===== src/rtl/tdm_demux4.sv =====
// Four-channel TDM receive demultiplexer: aligns on a slot-0 frame marker, collects
// four beats and presents each complete frame as registered parallel words.
module tdm_demux4 #(
  parameter int unsigned W = 8
) (
  input  logic         clk,
  input  logic         rst,
  input  logic [W-1:0] din,
  input  logic         din_valid,
  input  logic         fsync,
  output logic [W-1:0] ch0,
  output logic [W-1:0] ch1,
  output logic [W-1:0] ch2,
  output logic [W-1:0] ch3,
  output logic         frame_valid,
  output logic         locked,
  output logic [1:0]   slot,
  output logic         err
);

  typedef enum logic {HUNT, LOCKED} state_t;

  state_t       state_q, state_d;
  logic [1:0]   slot_q, slot_d;
  logic [W-1:0] sh_q [3];
  logic [W-1:0] sh_d [3];
  logic [W-1:0] ch_q [4];
  logic [W-1:0] ch_d [4];
  logic         fv_q, fv_d;
  logic         err_q, err_d;

  always_ff @(posedge clk or posedge rst) begin
    if (rst) begin
      state_q <= HUNT;
      slot_q  <= '0;
      fv_q    <= 1'b0;
      err_q   <= 1'b0;
      for (int unsigned i = 0; i < 3; i++) sh_q[i] <= '0;
      for (int unsigned i = 0; i < 4; i++) ch_q[i] <= '0;
    end else begin
      state_q <= state_d;
      slot_q  <= slot_d;
      fv_q    <= fv_d;
      err_q   <= err_d;
      sh_q    <= sh_d;
      ch_q    <= ch_d;
    end
  end

  always_comb begin
    state_d = state_q;
    slot_d  = slot_q;
    sh_d    = sh_q;
    ch_d    = ch_q;
    fv_d    = 1'b0;
    err_d   = 1'b0;
    if (din_valid) begin
      unique case (state_q)
        HUNT: begin
          if (fsync) begin
            sh_d[0] = din;
            slot_d  = 2'd1;
            state_d = LOCKED;
          end
        end
        LOCKED: begin
          if (fsync) begin
            // An early marker abandons the partial frame and restarts at slot 0.
            err_d   = (slot_q != 2'd0);
            sh_d[0] = din;
            slot_d  = 2'd1;
          end else if (slot_q == 2'd0) begin
            err_d   = 1'b1;
            slot_d  = 2'd0;
            state_d = HUNT;
          end else if (slot_q == 2'd3) begin
            ch_d[0] = sh_q[0];
            ch_d[1] = sh_q[1];
            ch_d[2] = sh_q[2];
            ch_d[3] = din;
            fv_d    = 1'b1;
            slot_d  = 2'd0;
          end else begin
            sh_d[slot_q] = din;
            slot_d       = slot_q + 2'd1;
          end
        end
        default: state_d = HUNT;
      endcase
    end
  end

  always_comb begin
    ch0         = ch_q[0];
    ch1         = ch_q[1];
    ch2         = ch_q[2];
    ch3         = ch_q[3];
    frame_valid = fv_q;
    err         = err_q;
    locked      = (state_q == LOCKED);
    slot        = slot_q;
  end

endmodule


===== config.mk =====
export PLATFORM = sky130hd
export DESIGN_NAME = tdm_demux4
export DESIGN_NICKNAME = d
export VERILOG_FILES = /design/src/rtl/tdm_demux4.sv
export SDC_FILE = /design/constraint.sdc
export NUM_CORES = 1
export LEC_CHECK = 0
export ABC_CLOCK_PERIOD_IN_PS = 4300
export CAP_MARGIN = 20
export CORE_ASPECT_RATIO = 1.2
export CORE_MARGIN = 2
export CORE_UTILIZATION = 54
export DETAILED_ROUTE_END_ITERATION = 10
export PLACE_DENSITY = 0.84
export REMOVE_ABC_BUFFERS = 1
export SYNTH_ARGS = -nofsm -noshare
export SYNTH_HDL_FRONTEND = slang
export SYNTH_SLANG_ARGS = --single-unit

===== constraint.sdc =====
create_clock -name clk -period 4.3 [get_ports clk]
set_input_delay 0.645 -clock clk [delete_from_list [all_inputs] [get_ports clk]]
set_output_delay 0.645 -clock clk [all_outputs]
set_load 0.1 [all_outputs]

==> metrics.csv <==
stage;metric;value;unit
synth;synth_edf_count;0;
synth;yosysSeqAreaShare;62.2;%
hold_path;hold_class;reg -> reg;
timing;finClkSkew;0.00825;ns
synth;synthTopCellsByArea;dfrtp_1, mux2_2, mux2_4;
setup_path;crit_path_start;locked;
synth;synthFlopType;dfrtp_1;
timing;tns;0;ns
global_routing;grt_pass1_vias;1568;
timing;rsz0062_at_grt;false;
setup_path;cpPeakStageDelay;1.20;ns
layout;area_growth_syn_to_layout;28.0;%
die;num_rows;26;
timing;final-setup-viol-count;0;
clock_network;clk_latency;0.34;ns
layout;drive_above_1_share;31.6;%
clock_network;path_clk_slew;0.06;ns
detailed_routing;routed.top_layer;met4;
detailed_routing;num_vias;1437;
timing;min_period_over_period;62.8;%
detailed_routing;wl_met2;2.50;mm
setup_path;critical_path_class;reg -> out;
synth;synthArstFlopShare;100;%
timing;worst_pin_slew;0.993;ns
detailed_routing;drc;0;
synth;synth-seq-cells;61;
timing;relSlewSlack;33.6;%
hold_path;hold_path.startpoint;sh_q[2];
setup_path;cp_slowest_cell;clkdlybuf4s50_1;
synth;synth_top_area_share;62.2;%
timing;layout_min_cycle_time;2.70;ns
place;gp_congestion;0.744;
die;start_util;56.7;%
detailed_routing;wl_met1;1.86;mm
layout;nFillCells;273;
synth;syn_area;0.00245;sq mm
setup_path;cp.required;3.65;ns
die;die_y;77.8;um
place;dp_hpwl;3.28;mm
status;outcome;complete, no violations;
setup_path;worstSetupStartpointType;register;
setup_path;cpLargestDelayFamily;buffers and inverters;
detailed_routing;wl_per_cell;17.4;um
synth;syn_inst;153;
layout;regArea;0.00153;sq mm
timing;hold_ws;0.498;ns
clock_network;numClockSinks;61;
layout;final_util;72.6;%
global_routing;antenna_found_initial;0;
clock_network;clk_path_buf_depth;2;
clock_network;cts_tree;built;
setup_path;arrival;2.05;ns
timing;slew_violations;0;
global_routing;gr-total-overflow;0;
synth;synth_cell_types;26;
layout;fin_nets;228;
detailed_routing;viasPerCell;5.36;
detailed_routing;ant_nets;0;
timing;finalHoldViolations;0;
layout;multi_input_area;871;sq um
synth;synth_area_leader_cell;dfrtp_1;
die;core_area;0.00433;sq mm
setup_path;path_max_fanout;10;
synth;postSynthAreaPerCell;16.0;sq um
flow_run;drv_cap;0;
detailed_routing;drt_iter0_drc;44;
clock_network;clk_root_buffer_cell;clkbuf_8;
detailed_routing;wl_met3;212;um
global_routing;grt.total_usage;21.6;%
setup_path;worst_setup_path_end_kind;output pin;
global_routing;grt_max_degree;37;
place;portBuffers;48;
clock_network;htree_levels;3;
detailed_routing;dr.pass1.iters;4;
setup_path;crit_chain;clkdlybuf4s50_1;
clock_network;postCtsSetupRepairBufs;0;
timing;max_freq;370;MHz
setup_path;crit_buf_inv;1;
detailed_routing;finalWirelength;4.67;mm
setup_path;rr_startpoint;slot[0];
die;io_pins;49;
global_routing;grt_pass1_wl;8.02;mm
die;chipWidth;65.5;um
clock_network;cts_made_buffers;9;
synth;ys_warn_count;0;
clock_network;cts.hold.buffers_added;0;
clock_network;cts-resized-gates;0;
die;die-area;0.00510;sq mm
layout;n_antenna_cell;0;
[layout make-up]
cell class	count	share of cell area (%)
well taps	56	2.23
repair buffers	50	15.8
clock inverters	2	0.319
clock buffers	13	4.74
multi-input cells	81	27.7
flip-flops and latches	61	48.6
inverters	5	0.598
[flip-flops by register name, indices dropped and copies added (netlist names)]
register / count
sh_q: 24
ch0: 8
ch1: 8
ch2: 8
ch3: 8
slot: 2
err: 1
frame_valid: 1
locked: 1
[path summary, 6_finish.rpt]
kind	to	slack (ns)	cells after the start
min reg2reg	sh_q[2]	0.50	1
max in group asynchronous	ch3[7]	2.79	3
min	sh_q[2]	0.50	1
max	locked	1.60	1
max reg2reg	ch3[7]	2.10	7
min in group asynchronous	ch2[4]	0.69	2
[Yosys cell counts, types with 2 or more instances]
library cell and n:
buf_2 3, nand2_4 2, a22o_1 8, mux2_1 3, mux2_4 8, mux2_2 37
ha_1 8, nor2_1 2, dfrtp_1 61, inv_1 5
[layer usage]
metal  vias to the layer above  track usage [%]
met5                         -                0
met4                         0             10.8
met3                         8             6.96
met2                        42             34.2
met1                       731             26.4
li1                        656                -
[kinds of logic (layout without fill, tap and decap cells)]
logic type               Yosys count  after routing  share of synthesized area [%]
AND/OR/NAND/NOR                   11             11                           3.67
buffers and inverters             11             70                           2.29
AO/OA/AOI/OAI                     14             14                           4.49
adder cells (fa/ha/maj)            8              8                           4.08
flip-flops                        61             61                           62.2
multiplexers                      48             48                           23.3
[through the flow]
step | std cells | worst slack (ns) | area, sq um
2_1_floorplan | 147 | 1.37 | 2420
3_3_place_gp | 253 | 1.73 | 2980
3_5_place_dp | 253 | 1.60 | 2980
4_1_cts | 268 | 1.59 | 3140
5_1_grt | 268 | 1.56 | 3140
6_report | 268 | 1.60 | 3140
[layout by cell type, fill, tap and decap left out, types with 2 or more instances in the layout]
master and n:
dfrtp_1 61, clkdlybuf4s50_1 48, mux2_2 37, clkbuf_8 10, mux2_4 8, a22o_1 8
ha_1 8, inv_1 4, mux2_1 3, clkbuf_1 3, nand2_4 2, nor2_1 2
clkinv_2 2, buf_4 2
Power is not shown: default switching activity piles up to over one toggle a cycle in this logic, so the estimate is an artifact.
